### src/rtl/product_accumulator.sv
// product_accumulator: sums COUNT unsigned products from the multiplier into
// one ACC_W-bit result and presents it on a valid/ready handshake.
// Tracks carry-out of the accumulator (ovf) and products that arrive while
// a finished sum is still waiting (drop_err, sticky until clear).
// Optional build macro: ACC_SATURATE_EN -- when defined the accumulator
// clamps to all-ones on overflow; otherwise it wraps modulo 2^ACC_W.
module product_accumulator #(
    parameter int IN_W  = 32,
    parameter int ACC_W = 40,
    parameter int COUNT = 4,
    parameter int CNT_W = 8
) (
    input  logic             clk_i,
    input  logic             reset_i,
    input  logic             valid_i,
    input  logic [IN_W-1:0]  prod_i,
    input  logic             clear_i,
    output logic [ACC_W-1:0] sum_o,
    output logic             sum_valid_o,
    input  logic             sum_ready_i,
    output logic             ovf_o,
    output logic             drop_err_o
);

    typedef enum logic [1:0] {
        S_IDLE  = 2'd0,
        S_ACCUM = 2'd1,
        S_HOLD  = 2'd2
    } state_t;

    localparam logic [CNT_W-1:0] CNT_LAST = CNT_W'(COUNT);
    localparam logic [CNT_W-1:0] CNT_ONE  = CNT_W'(1);
    localparam logic [ACC_W-1:0] ACC_MAX  = {ACC_W{1'b1}};

    state_t            state_q, state_d;
    logic [ACC_W-1:0]  acc_q,   acc_d;
    logic [CNT_W-1:0]  cnt_q,   cnt_d;
    logic [ACC_W-1:0]  sum_q,   sum_d;
    logic              ovf_q,   ovf_d;
    logic              drop_q,  drop_d;

    // Product widened by one bit past the accumulator so the carry is visible.
    logic [ACC_W:0]    prod_ext;
    logic [ACC_W:0]    add_ext;
    logic              add_carry;
    logic [ACC_W-1:0]  add_res;
    logic [CNT_W-1:0]  cnt_inc;

    assign prod_ext  = {{(ACC_W+1-IN_W){1'b0}}, prod_i};
    assign add_ext   = {1'b0, acc_q} + prod_ext;
    assign add_carry = add_ext[ACC_W];
    assign cnt_inc   = cnt_q + CNT_ONE;

    // Accumulate result: wrapping or clamped, depending on build option.
`ifdef ACC_SATURATE_EN
    // Once the batch has overflowed the accumulator stays pinned at all-ones.
    assign add_res = (add_carry || ovf_q) ? ACC_MAX : add_ext[ACC_W-1:0];
`else
    assign add_res = add_ext[ACC_W-1:0];
`endif

    // Next-state and datapath updates; clear has priority over everything.
    always_comb begin
        state_d = state_q;
        acc_d   = acc_q;
        cnt_d   = cnt_q;
        sum_d   = sum_q;
        ovf_d   = ovf_q;
        drop_d  = drop_q;

        if (clear_i) begin
            state_d = S_IDLE;
            acc_d   = '0;
            cnt_d   = '0;
            sum_d   = '0;
            ovf_d   = 1'b0;
            drop_d  = 1'b0;
        end else begin
            unique case (state_q)
                S_IDLE: begin
                    if (valid_i) begin
                        // First product of a batch: adding to zero cannot carry.
                        acc_d = prod_ext[ACC_W-1:0];
                        cnt_d = CNT_ONE;
                        ovf_d = 1'b0;
                        if (CNT_ONE == CNT_LAST) begin
                            state_d = S_HOLD;
                            sum_d   = prod_ext[ACC_W-1:0];
                        end else begin
                            state_d = S_ACCUM;
                        end
                    end
                end

                S_ACCUM: begin
                    if (valid_i) begin
                        acc_d = add_res;
                        cnt_d = cnt_inc;
                        ovf_d = ovf_q | add_carry;
                        if (cnt_inc == CNT_LAST) begin
                            state_d = S_HOLD;
                            sum_d   = add_res;
                        end
                    end
                end

                S_HOLD: begin
                    if (sum_ready_i) begin
                        // Transfer; a coincident product opens the next batch.
                        state_d = S_IDLE;
                        acc_d   = '0;
                        cnt_d   = '0;
                        ovf_d   = 1'b0;
                        if (valid_i) begin
                            acc_d = prod_ext[ACC_W-1:0];
                            cnt_d = CNT_ONE;
                            if (CNT_ONE == CNT_LAST) begin
                                state_d = S_HOLD;
                                sum_d   = prod_ext[ACC_W-1:0];
                            end else begin
                                state_d = S_ACCUM;
                            end
                        end
                    end else if (valid_i) begin
                        // No slot for this product: discard it and remember.
                        drop_d = 1'b1;
                    end
                end

                default: begin
                    state_d = S_IDLE;
                    acc_d   = '0;
                    cnt_d   = '0;
                    ovf_d   = 1'b0;
                end
            endcase
        end
    end

    // State and datapath registers, cleared asynchronously by reset.
    always_ff @(posedge clk_i or posedge reset_i) begin
        if (reset_i) begin
            state_q <= S_IDLE;
            acc_q   <= '0;
            cnt_q   <= '0;
            sum_q   <= '0;
            ovf_q   <= 1'b0;
            drop_q  <= 1'b0;
        end else begin
            state_q <= state_d;
            acc_q   <= acc_d;
            cnt_q   <= cnt_d;
            sum_q   <= sum_d;
            ovf_q   <= ovf_d;
            drop_q  <= drop_d;
        end
    end

    assign sum_o       = sum_q;
    assign sum_valid_o = (state_q == S_HOLD);
    assign ovf_o       = ovf_q;
    assign drop_err_o  = drop_q;

endmodule
### config.mk
export PLATFORM = sky130hd
export DESIGN_NAME = product_accumulator
export DESIGN_NICKNAME = d
export VERILOG_FILES = /design/src/rtl/product_accumulator.sv
export SDC_FILE = /design/constraint.sdc
export NUM_CORES = 1
export LEC_CHECK = 0
export BUFFER_PORTS_ARGS = -buffer_cell sky130_fd_sc_hd__buf_2
export CAP_MARGIN = 20
export CORE_ASPECT_RATIO = 1.4
export CORE_MARGIN = 2
export CORE_UTILIZATION = 45
export CTS_CLUSTER_SIZE = 30
export DETAILED_ROUTE_END_ITERATION = 8
export GPL_TIMING_DRIVEN = 0
export SYNTH_ARGS = -nofsm -noshare
export SYNTH_HDL_FRONTEND = slang
export SYNTH_SLANG_ARGS = --single-unit
### constraint.sdc
create_clock -name clk_i -period 3.7 [get_ports clk_i]
set_clock_uncertainty 0.2 [all_clocks]
set_input_delay 0.74 -clock clk_i [delete_from_list [all_inputs] [get_ports clk_i]]
set_output_delay 0.74 -clock clk_i [all_outputs]
set_load 0.1 [all_outputs]
==> results.toml <==
[run_status]
run_status = "finished, final reports clean"

[floorplan]
design.core.area_mm2 = 0.0128
design.portCount = 80
die_x_um = 100
die_outline_area_mm2 = 0.0139
start_util = 0.456
std_cell_rows = 49
die_h_um = 139

[sta]
max_clock_freq_mhz = 279
finalCriticalPeriod_ns = 3.58
setup_tns_ns = 0
timing.final.ws_setup_ns = 0.116
tightestPinTransition_ns = 0.811
timing.final.max_slew_violations = 0
final_setup_vio_count = 0
slew_headroom = 0.455
final_hold_viol_count = 0
period_share = 0.969
rsz0062_at_grt = "no"

[yosys]
most_common_library_cells_after_synthesis = "nand2_1, dfrtp_1, a21oi_1"
netlist_top_cells_area = "dfrtp_1, nand2_1, ha_1"
ys_seq_elements = 92
netlist_instances = 678
fraction_of_synthesized_cell_area_in_xor_and_xnor_cells = 0.0557
synth.net_count = 749
yosysWarningCount = 0
portion_of_netlist_area_occupied_by_mux_cells = 0.00172
synth.lib_cells_used.distinct = 53
post_synth_fa_ha_maj_area_fraction = 0.0744
area_share_of_the_largest_cell_type_after_synthesis = 0.396
post_synth.cell_area_avg_um2 = 8.58
synth-edff-count = 0
synth-simple-area-share = 0.178
cell_type_contributing_the_most_total_cell_area_after_synthesis = "dfrtp_1"
synth-main-ff-cell = "dfrtp_1"
syn-cell-area_mm2 = 0.00582
synth-seq-area-share = 0.396
async_reset_ff_frac = 1.00
post-synth-top-count-cell = "nand2_1"
synth-compound-area-share = 0.258
combinational_family_with_the_most_area_after_synthesis = "compound AO/OA/AOI/OAI gates"

[detailed_routing]
detail_route.drc_violations = 0
antenna_violating_nets_remaining = 0
drtPass1Iterations = 5
avgViaCountPerCell = 5.90
routedWlPerCell_um = 18.4
drt_wl_total_um = 17100
first_iter_violations = 282
num_vias = 5469

[critical_path]
crit_buf_inv = 3
cp_common_cell = "inv_1"
cp_max_fo = 4
critPathCaptureType = "flip-flop"
crit_path_start = "prod_i[0]"
worst_path_max_delay_cell = "o41ai_2"
worst_ep_arrival_time_ns = 3.62
critical_path.top_delay_family = "compound AO/OA/AOI/OAI gates"
reg2reg_from = "acc_q[0]"
critPathMaxStageDelay_ns = 0.48
worstPathRequired_ns = 3.73
worstSetupStartpointType = "input pin"
crit_type = "input pin to flip-flop"
critical_path.cell_chain = "buf_2 -> ha_1 -> inv_1 -> fa_1 -> nand2b_1 -> a21o_1 -> a32oi_4 -> a31oi_2 -> o41ai_2 -> a31oi_1 -> xnor2_1 -> a222oi_1 -> inv_1"

[global_routing]
grt_use_total = 0.250
grt-ovfl-total = 0
largest_net_degree_at_the_start_of_global_routing = 58
number_of_antenna_violations_at_the_first_check_in_global_routing = 0
grt_pass1_vias = 5352
global_route_wire_length_before_repair_um = 27300

[layout]
flip_flop_and_latch_area_mm2 = 0.00230
insertedDiodeCount = 0
fillers = 1252
final_net_count = 840
syn_to_final_growth_pct = 15.5
multiInputGateArea_mm2 = 0.00331
final_layout_size_suffix_gt1_frac = 0.141

[clock_tree]
cts_max_path_buffers = 2
tritoncts.num_buffers = 9
path_clk_slew_ns = 0.07
clk-insertion-delay-late_ns = 0.35
cts.sinks = 92
tritoncts = "built"
h-tree-depth = 3
clockRootBuffer = "clkbuf_16"

[power_and_ir_drop]
p_per_area_mw_per_mm2 = 436
p_leak_uw = 0.00315
total_power_uw = 2930
peakVddDrop_v = 0.000189

[placement]
dp_hpwl_um = 13000
buffer_ports.inserted = 79
final_weighted_congestion_in_routability_driven_placement = 0.927
dp_slack_ns = -0.200

[worst_hold_path]
hp-class = "input pin to async pin"

[run]
cap_viol_max_count = 0
registers in the layout, indices dropped and copies added, names as in the netlist:
register / cells
sum_o: 40
ovf_o: 1
acc_q: 40
cnt_q: 8
state_q: 2
drop_err_o: 1
power breakdown:
| part | internal, uW | switching [uW] | leakage, uW |
|---|---|---|---|
| registers | 1060 | 36.4 | 0.00125 |
| clock network | 494 | 403 | 0.000136 |
| logic | 334 | 599 | 0.00176 |
| total | 1890 | 1040 | 0.00315 |
per-layer routing:
| metal | global-route usage | up-vias | share of wire |
|---|---|---|---|
| met3 | 0.0242 | 37 | 0.043 |
| met5 | 0 | - | 0 |
| met2 | 0.452 | 177 | 0.52 |
| li1 | - | 2623 | - |
| met4 | 0.0865 | 0 | 0.025 |
| met1 | 0.307 | 2632 | 0.41 |
layout by cell type (no fill, tap or decap), types with 16 or more instances in the layout:
cell | Yosys | final
ha_1 | 33 | 33
nor2_1 | 45 | 45
nand3_1 | 16 | 16
nand2_1 | 112 | 112
dfrtp_1 | 92 | 92
xnor2_1 | 25 | 25
a22oi_1 | 26 | 26
o21ai_0 | 60 | 60
buf_2 | 2 | 81
clkbuf_1 | 28 | 30
inv_1 | 22 | 21
a21oi_1 | 67 | 67
through the flow:
step / hold slack, ns / instances / util / area (um2)
floorplan: 0.254 / 678 / - / 5820
global placement: 0.267 / 910 / 0.502 / 6410
detailed placement: 0.280 / 911 / 0.505 / 6440
CTS: 0.233 / 927 / 0.527 / 6720
global route: 0.263 / 927 / 0.527 / 6720
finish: 0.216 / 927 / 0.527 / 6720
final timing paths:
| check | endpoint | slack [ns] | cells past startpoint |
|---|---|---|---|
| hold reg to reg | acc_q[10] | 0.29 | 2 |
| hold / removal | acc_q[3] | 0.22 | 2 |
| min in group clk_i | acc_q[10] | 0.29 | 2 |
| setup / recovery | acc_q[30] | 0.12 | 13 |
| max in group asynchronous | acc_q[27] | 2.43 | 3 |
| setup reg to reg | acc_q[30] | 0.27 | 12 |
layout make-up:
| cell class | count | area share |
|---|---|---|
| Multi-Input combinational cell | 531 | 0.493 |
| Clock inverter | 3 | 0.00316 |
| Timing Repair Buffer | 80 | 0.0629 |
| Inverter | 22 | 0.0127 |
| Clock buffer | 13 | 0.0387 |
| Buffer | 33 | 0.0188 |
| Tap cell | 153 | 0.0285 |
| Sequential cell | 92 | 0.342 |
what timing repair did:
| item | CTS | global route |
|---|---|---|
| resized for setup | 0 | 1 |
| hold buffers | 0 | 0 |
| buffers inserted | 0 | 0 |
| setup endpoints to repair | 0 | 2 |
logic make-up after synthesis:
family	Yosys count
buffers and inverters	55
AO/OA/AOI/OAI	229
adder cells (fa/ha/maj)	34
flip-flops	92
XOR/XNOR	37
multiplexers	1
AND/OR/NAND/NOR	230
Note: power is estimated with default switching activity, not from simulation.
